--- config.mk ---
export PLATFORM = sky130hd
export DESIGN_NAME = alu_arb_seq
export DESIGN_NICKNAME = d
export VERILOG_FILES = /design/src/rtl/alu_arb_seq.sv
export SDC_FILE = /design/constraint.sdc
export NUM_CORES = 1
export LEC_CHECK = 0
export CAP_MARGIN = 5
export CORE_MARGIN = 4
export CORE_UTILIZATION = 30
export CTS_CLUSTER_DIAMETER = 30
export DETAILED_ROUTE_END_ITERATION = 8
export HOLD_SLACK_MARGIN = 0.08
export PLACE_DENSITY = 0.62
export SYNTH_ARGS = -nofsm -noshare
export SYNTH_HDL_FRONTEND = slang
export SYNTH_SLANG_ARGS = --single-unit
export TNS_END_PERCENT = 10
--- constraint.sdc ---
create_clock -name clock -period 3.2 [get_ports clock]
set_input_delay 0.32 -clock clock [delete_from_list [all_inputs] [get_ports clock]]
set_output_delay 0.32 -clock clock [all_outputs]
set_load 0.005 [all_outputs]
--- src/rtl/alu_arb_seq.sv ---
// Round-robin arbiter that feeds two requesters into one shared ALU and returns one response at a time.
// ALU_ACC_CHAIN_EN: when defined, use_acc=1 replaces the command's x operand with acc[15:0].
module alu_arb_seq #(
  parameter int ACC_W = 17
) (
  input  logic             clock,
  input  logic             reset_n,
  input  logic             a_valid,
  input  logic             b_valid,
  output logic             a_ready,
  output logic             b_ready,
  input  logic [2:0]       a_op,
  input  logic [2:0]       b_op,
  input  logic [15:0]      a_x,
  input  logic [15:0]      b_x,
  input  logic [15:0]      a_y,
  input  logic [15:0]      b_y,
  input  logic             a_use_acc,
  input  logic             b_use_acc,
  output logic [15:0]      alu_x,
  output logic [15:0]      alu_y,
  output logic [2:0]       alu_op,
  input  logic [ACC_W-1:0] alu_out,
  input  logic             alu_err,
  output logic             rsp_valid,
  input  logic             rsp_ready,
  output logic             rsp_id,
  output logic [ACC_W-1:0] rsp_data,
  output logic             rsp_err,
  output logic             halted,
  input  logic             err_clr,
  output logic [ACC_W-1:0] acc,
  output logic [15:0]      op_count
);

  typedef enum logic [1:0] {IDLE, EXEC, RESP, HALT} state_t;

  state_t           state_q, state_d;
  logic             last_grant_q, last_grant_d;
  logic [15:0]      alu_x_q, alu_x_d, alu_y_q, alu_y_d;
  logic [2:0]       alu_op_q, alu_op_d;
  logic             rsp_valid_q, rsp_valid_d, rsp_id_q, rsp_id_d, rsp_err_q, rsp_err_d;
  logic [ACC_W-1:0] rsp_data_q, rsp_data_d, acc_q, acc_d;
  logic [15:0]      op_count_q, op_count_d;
  logic             halted_q, halted_d;
  logic             gnt_b, grant_en, sel_use_acc;

`ifndef ALU_ACC_CHAIN_EN
  logic unused_use_acc;
  assign unused_use_acc = a_use_acc ^ b_use_acc;
`endif

  // The ALU operands are registered at acceptance, so they double as the latched payload.
  always_comb begin
    gnt_b    = b_valid && (!a_valid || !last_grant_q);
    grant_en = reset_n && (state_q == IDLE);
    a_ready  = grant_en && a_valid && !gnt_b;
    b_ready  = grant_en && gnt_b;
  end

  always_comb begin
    state_d      = state_q;
    last_grant_d = last_grant_q;
    alu_x_d      = alu_x_q;
    alu_y_d      = alu_y_q;
    alu_op_d     = alu_op_q;
    rsp_valid_d  = rsp_valid_q;
    rsp_id_d     = rsp_id_q;
    rsp_data_d   = rsp_data_q;
    rsp_err_d    = rsp_err_q;
    acc_d        = acc_q;
    op_count_d   = op_count_q;
    halted_d     = halted_q;
    sel_use_acc  = 1'b0;
    case (state_q)
      IDLE: begin
        if (a_ready || b_ready) begin
          last_grant_d = b_ready;
          rsp_id_d     = b_ready;
          alu_x_d      = b_ready ? b_x  : a_x;
          alu_y_d      = b_ready ? b_y  : a_y;
          alu_op_d     = b_ready ? b_op : a_op;
`ifdef ALU_ACC_CHAIN_EN
          sel_use_acc  = b_ready ? b_use_acc : a_use_acc;
`endif
          if (sel_use_acc) alu_x_d = acc_q[15:0];
          state_d      = EXEC;
        end
      end
      EXEC: begin
        rsp_data_d  = alu_out;
        rsp_err_d   = alu_err;
        rsp_valid_d = 1'b1;
        state_d     = RESP;
      end
      RESP: begin
        if (rsp_ready) begin
          rsp_valid_d = 1'b0;
          if (rsp_err_q) begin
            halted_d = 1'b1;
            state_d  = HALT;
          end else begin
            acc_d      = rsp_data_q;
            op_count_d = op_count_q + 16'd1;
            state_d    = IDLE;
          end
        end
      end
      HALT: begin
        if (err_clr) begin
          halted_d = 1'b0;
          state_d  = IDLE;
        end
      end
      default: state_d = IDLE;
    endcase
  end

  always_ff @(posedge clock) begin
    if (!reset_n) begin
      state_q      <= IDLE;
      last_grant_q <= 1'b1;
      alu_x_q      <= '0;
      alu_y_q      <= '0;
      alu_op_q     <= '0;
      rsp_valid_q  <= 1'b0;
      rsp_id_q     <= 1'b0;
      rsp_data_q   <= '0;
      rsp_err_q    <= 1'b0;
      acc_q        <= '0;
      op_count_q   <= '0;
      halted_q     <= 1'b0;
    end else begin
      state_q      <= state_d;
      last_grant_q <= last_grant_d;
      alu_x_q      <= alu_x_d;
      alu_y_q      <= alu_y_d;
      alu_op_q     <= alu_op_d;
      rsp_valid_q  <= rsp_valid_d;
      rsp_id_q     <= rsp_id_d;
      rsp_data_q   <= rsp_data_d;
      rsp_err_q    <= rsp_err_d;
      acc_q        <= acc_d;
      op_count_q   <= op_count_d;
      halted_q     <= halted_d;
    end
  end

  assign alu_x     = alu_x_q;
  assign alu_y     = alu_y_q;
  assign alu_op    = alu_op_q;
  assign rsp_valid = rsp_valid_q;
  assign rsp_id    = rsp_id_q;
  assign rsp_data  = rsp_data_q;
  assign rsp_err   = rsp_err_q;
  assign acc       = acc_q;
  assign op_count  = op_count_q;
  assign halted    = halted_q;

endmodule

==> results of run 1 <==
-- area by class of cell --
type | instances | area [sq um]
diodes | 1 | 2.502
well taps | 168 | 210.2
clock inverters | 4 | 47.55
multi-input cells | 339 | 1779
fillers | 1206 | 6073
clock buffers | 12 | 256.5
repair buffers | 191 | 1889
flip-flops and latches | 92 | 1842
inverters | 3 | 11.26
-- final timing paths --
check                                               from                         to  slack [ps]  cells after the start
worst min register to register      acc[15]$_SDFFE_PN0P_       acc[15]$_SDFFE_PN0P_         460                      2
worst max-delay path                             b_valid                    b_ready        1080                      5
worst max register to register  op_count[0]$_SDFFE_PN0P_  op_count[14]$_SDFFE_PN0P_        1350                      5
worst min-delay path                             reset_n  last_grant_q$_SDFFE_PN1P_         210                      2
-- where the power goes --
group          leakage, nW  internal, W  switching [W]
combinational         1.24     0.000287       0.000199
clock                0.149     0.000646       0.000430
sequential           0.749      0.00122      0.0000517
total                 2.14      0.00215       0.000681
-- through the flow --
stage                     instance area (sq um)  instances
after global routing                       6038        810
after CTS                                  6036        809
after global placement                     5732        793
after detailed placement                   5732        793
after floorplan                            3754        469
final                                      6038        810
-- layer usage --
metal / up-vias / global-route usage / part of all wire
met5: - / 0 / 0
met4: 0 / 0.06442 / 0.022
met3: 16 / 0.07681 / 0.11
met2: 153 / 0.2514 / 0.45
met1: 1712 / 0.1869 / 0.42
li1: 1915 / - / -
-- flip-flops by register name (all words and copies together), names as in the netlist --
signal        count
acc              17
alu_op            3
alu_x            16
alu_y            16
halted            1
last_grant_q      1
op_count         16
rsp_data         17
rsp_err           1
rsp_id            1
rsp_valid         1
state_q           2
-- worst reg2reg max path, cell delays in order, from the launching register on --
cell and delay (ps):
dfxtp_1 410, ha_1 210, nand2_1 120, or4_1 550
or3_1 370, a21boi_1 140
-- placed cells by master (no fill, tap or decap), types with 2 or more instances in the layout --
cell type        count
nor2b_1              2
buf_4                7
clkbuf_8             2
or3_1                2
xor2_1               5
nand3_1              8
clkdlybuf4s50_1    183
nand2_1            158
clkbuf_16            9
a21boi_0            39
nor4_1               5
clkinv_2             2
o21ai_0             39
mux2i_1              4
a31oi_1             36
xnor2_1              4
nand2b_1             5
nand4_1              4
and2_1               9
nor2_1               5
dfxtp_1             92
inv_1                3
nor3_1               3
and3_1               2
-- logic make-up after synthesis --
| kind of cell | share of synthesized area |
|---|---|
| buf+inv | 0.04066 |
| compound gates | 0.1987 |
| flops | 0.4907 |
| simple gates | 0.2350 |
| xor+xnor | 0.02100 |
| fa+ha+maj | 0.003333 |
| mux | 0.01067 |
==> impl_results.md, run 1 <==
- Cell Rows: 40
- Worst-margin pin slew: 821.0 ps
- Top-count cell post-synth: nand2_1
- Family with the most delay on the worst path: buffers and inverters
- Boundary pin count: 187
- Register area share after synthesis: 0.4907
- Setup violations, final: 0
- Max-cap viol count: 0
- Clock sink count: 92
- Max-slew headroom at the worst pin: 0.4527
- Worst Hold Margin: approximately 210 ps
- RSZ-0062 raised after global routing: no
- Initial Utilization: 0.3099
- Routability cong.: 0.7639
- Setup CP Type: input port to output pin
- Fmax: roughly 470 MHz
- Postcts setup bufs: 0
- Final Hold Viols: 0
- DR iter-0 viols: ~230
- Critical path peak fanout: 2
- Antenna violations before repair: 1
- Critical path arrival: 1800 ps
- WP buf/inv: 3
- GRT Residual Overflow: 0
- Final Util: 0.4986
- Post-synth cell types: 31
- Avg Cell Area, Syn: 8.003 sq um
- Core Region: 0.01211 sq mm
- WP data required: between 2000 and 3000 ps
- Die ar.: 0.01437 sq mm
- Area Growth Syn to Fin: 60.87%
- PortBufs: 184
- Largest net degree at the start of global routing: 96
- Leak pwr: approximately 2.1 nW
- Net total in the final layout: 733
- Drt drc: 0
- Synth Register Bits: 92
- Post-Syn Instances: around 470
- VDD IR max: 0.0002327 V
- Ys flop type: dfxtp_1
- Detailed-placement wirelength estimate: 8.178 mm
- Outcome: finished, final reports clean
- First-pass GRT wire length: 18.75 mm
- Worst setup SP type: input port
- CTS root buffer: clkbuf_16
- Clk buf depth: 2
- PwrDens: 469.3 mW/mm^2
- Max-slew violations: 0
- Routed len/inst: 14.27 um
- Post-synth top cells: 158 x nand2_1, 92 x dfxtp_1, 39 x a21boi_0, 39 x o21ai_0, 36 x a31oi_1
- Yosys warns: 0
- Mapped Area: 0.003754 sq mm
- Post-synth top area cell: dfxtp_1
- CTS tree: done
- EDFF count, synth: 0
- Final setup TNS: 0 ps
- Worst skew pair latency: 330 ps
- Mapped Nets: 566
- H-tree Lvls: 3
- Layout cells sized above 1: 0.03900
- DR pass1 iterations: 4
- CP most frequent cell: clkdlybuf4s50_1
- Hold Buf Count CTS: 0
- Clock-pin slew on the worst setup and hold paths: 60 ps
- Top post-synthesis cells by area: dfxtp_1 49%, nand2_1 16%, a21boi_0 7.8%
- Total power draw: 0.002834 W
- Endpoint type of the worst setup path: output pin
- CP Cell Sequence: clkdlybuf4s50_1 -> a21boi_0 -> nand3_2 -> inv_1 -> clkdlybuf4s50_1
- Die Wd: 119.9 um
- Final worst slack: ~1100 ps
- Critical Path Max Stage Delay: 530 ps
- Asr flop ratio synth: 0
- Detail Route Antenna Nets: 0
- Post-cts resize count: 0
- Share of the synthesized area in the top cell type: 0.4907
- Vias in the first global route: 3704
- Period minus WS final: between 2000 and 2500 ps
- Final WL: 11.56 mm
- Hold Path Class: input port to flop
- Chip height: 119.9 um
- CTS Buf Count: 9
- Fin crit share: 0.6623
- Vias: 3796
- All-Layer GR Usage: 0.1597
- Crit path max-delay cell type: clkdlybuf4s50_1
- Worst Skew: 6.650 ps
- Vias/cell: between 4 and 5
- Place WS: 959.2 ps
Power figures use the tool's default switching activity.
==> run 2: changes to the inputs <==
- PLACE_DENSITY: 0.62 -> 0.64
- clock period: 3.2 -> 1.9 ns (I/O delays scaled with it)
==> run 2 against run 1 <==
Effect of this change:
- via count up 1.2%
- register-to-register slack got worse by 1200 ps
- setup slack lost 970 ps
- largest cell class unchanged
- largest power group unchanged
==> impl_results.md, run 2 (synthesized netlist as in run 1, its figures left out) <==
- Outcome: finished, final reports clean
- Die ar.: between 0.01 and 0.015 sq mm
- Postcts setup bufs: 0
- CTS root buffer: clkbuf_16
- CTS Buf Count: 9
- Logic pwr share: 0.183
- Worst setup SP type: flop
- Critical path arrival: around 1600 ps
- WP data required: 1710 ps
- Final instance area: roughly 0.006 sq mm
- Antenna violations before repair: 0
- Clk pwr share: 0.370
- DR pass1 iterations: 4
- Setup violations, final: 0
- DR iter-0 viols: roughly 180
- Worst skew pair latency: about 340 ps
- Boundary pin count: 187
- End of the critical path: a_ready
- Footprint of the multi-input gates: 0.001790 sq mm
- P_sw: approximately 0.0012 W
- Hold Path Class: input port to flop
- Hold_sp: reset_n
- Flop pwr share: 0.447
- Final Hold Viols: 0
- VDD IR max: ~0.00054 V
- Net total in the final layout: 747
- Crit path max-delay cell type: clkdlybuf4s50_1
- Ant. Diodes: 0
- CP startpoint: state_q[1]$_SDFFE_PN0P_
- Clk buf depth: 2
- Vias in the first global route: between 3000 and 4000
- Hold Buf Count CTS: 0
- R2R setup slack: approximately 170 ps
- CP Cell Sequence: nor2_4 -> nand3_1 -> nor2_1 -> clkdlybuf4s50_1
- FF-to-FF path depth: 5
- CTS tree: done
- PwrDens: between 700 and 800 mW/mm^2
- Drt drc: 0
- Setup CP Type: flop to output pin
- Fillers: 1191
- Critical path peak fanout: 3
- Sw Share: 0.2423
- Clock sink count: between 90 and 100
- Initial Utilization: 0.3099
- WHS Path Cells: 3
- Critical Path Max Stage Delay: 540 ps
- Die Wd: around 120 um
- Detailed-placement wirelength estimate: roughly 8.4 mm
- Layout cells sized above 1: 0.05810
- Chip height: about 120 um
- Worst Skew: 11.74 ps
- Detail Route Antenna Nets: 0
- Max-slew violations: 0
- All-Layer GR Usage: 0.1598
- Internal: 0.003616 W
- Total power draw: 0.004773 W
- Reg area: roughly 0.0018 sq mm
- Routability cong.: 0.7452
- DP Area: 0.005849 sq mm
- Clock-pin slew on the worst setup and hold paths: 60 ps
- Endpoint type of the worst setup path: output pin
- Max-cap viol count: 0
- Leak pwr: 2.205 nW
- Area Growth Syn to Fin: 63.73%
- Period minus WS final: 1792 ps
- Final WL: 11.63 mm
- Max-slew headroom at the worst pin: 0.5966
- Cell Rows: 40
- Routed len/inst: ~14 um
- Vias: 3841
- H-tree Lvls: 3
- Core Region: 0.01211 sq mm
- Fin crit share: 0.9430
- Origin of the critical flop-to-flop path: op_count[0]$_SDFFE_PN0P_
- Largest net degree at the start of global routing: between 70 and 80
- First-pass GRT wire length: 18.58 mm
- RSZ-0062 raised after global routing: no
- Worst-margin pin slew: 605.2 ps
- Vias/cell: 4.673
- GRT Residual Overflow: 0
- Crit Reg-Reg Endpoint: op_count[14]$_SDFFE_PN0P_
- PortBufs: around 180
- Most common cell after layout, fill and taps aside: clkdlybuf4s50_1
- Fmax: 558.1 MHz
- Most frequent cells in the layout: 183 x clkdlybuf4s50_1, 158 x nand2_1, 92 x dfxtp_1, 39 x o21ai_0, 38 x a21boi_0
==> run 2: power groups by stage <==
stage	Combinational (W)	Sequential, W	Clock, W
6_report	0.000872	0.00213	0.00177
5_1_grt	0.000964	0.00215	0.00189
4_1_cts	0.000884	0.00213	0.00182
3_5_place_dp	0.000879	0.00217	0
3_3_place_gp	0.000866	0.00217	0
2_1_floorplan	0.000309	0.00218	0
==> run 2: worst max-delay path: cells and delay by family (launching register included) <==
family,cells,cell delay [ps]
buffers and inverters,1,540
flip-flops,1,350
AND/OR/NAND/NOR,3,390
==> run 2: final cells by class <==
type	instances	area share
repair buffers	205	0.3265
clock buffers	13	0.04072
inverters	3	0.001832
well taps	168	0.03420
multi-input cells	339	0.2913
flip-flops and latches	92	0.2997
clock inverters	2	0.005700
==> run 2: timing repair <==
item                                    4_1_cts  5_1_grt
endpoints found under the setup margin        2        2
pin swaps                                     0        0
gates resized for setup                       2        2
==> run 2: how the worst min path moves through the flow <==
stage,to,slack (ps)
6_report,last_grant_q$_SDFFE_PN1P_,380
5_1_grt,last_grant_q$_SDFFE_PN1P_,400
4_1_cts,last_grant_q$_SDFFE_PN1P_,370
3_5_place_dp,acc[13]$_SDFFE_PN0P_,460
3_3_place_gp,last_grant_q$_SDFFE_PN1P_,450
2_1_floorplan,rsp_data[0]$_SDFFE_PN0P_,330
==> run 2: through the flow <==
step	util	setup WS (ps)	hold slack (ps)	cells	setup TNS, ps
6_report	0.5074	108.2	379.1	822	0
5_1_grt	0.5074	0.8473	395.6	822	0
4_1_cts	0.5067	16.92	367.8	822	0
3_5_place_dp	0.4830	-118.7	458.9	807	-3532
3_3_place_gp	0.4830	-39.06	447.6	807	-39.06
2_1_floorplan	-	197.5	334.9	469	0
==> run 2: layer usage <==
| layer | up-vias | track usage | wire length, um |
|---|---|---|---|
| met2 | 148 | 0.2472 | 5077 |
| met4 | 0 | 0.06084 | 218 |
| met5 | - | 0 | 0 |
| li1 | 1941 | - | - |
| met1 | 1735 | 0.1878 | 4988 |
| met3 | 17 | 0.08341 | 1342 |
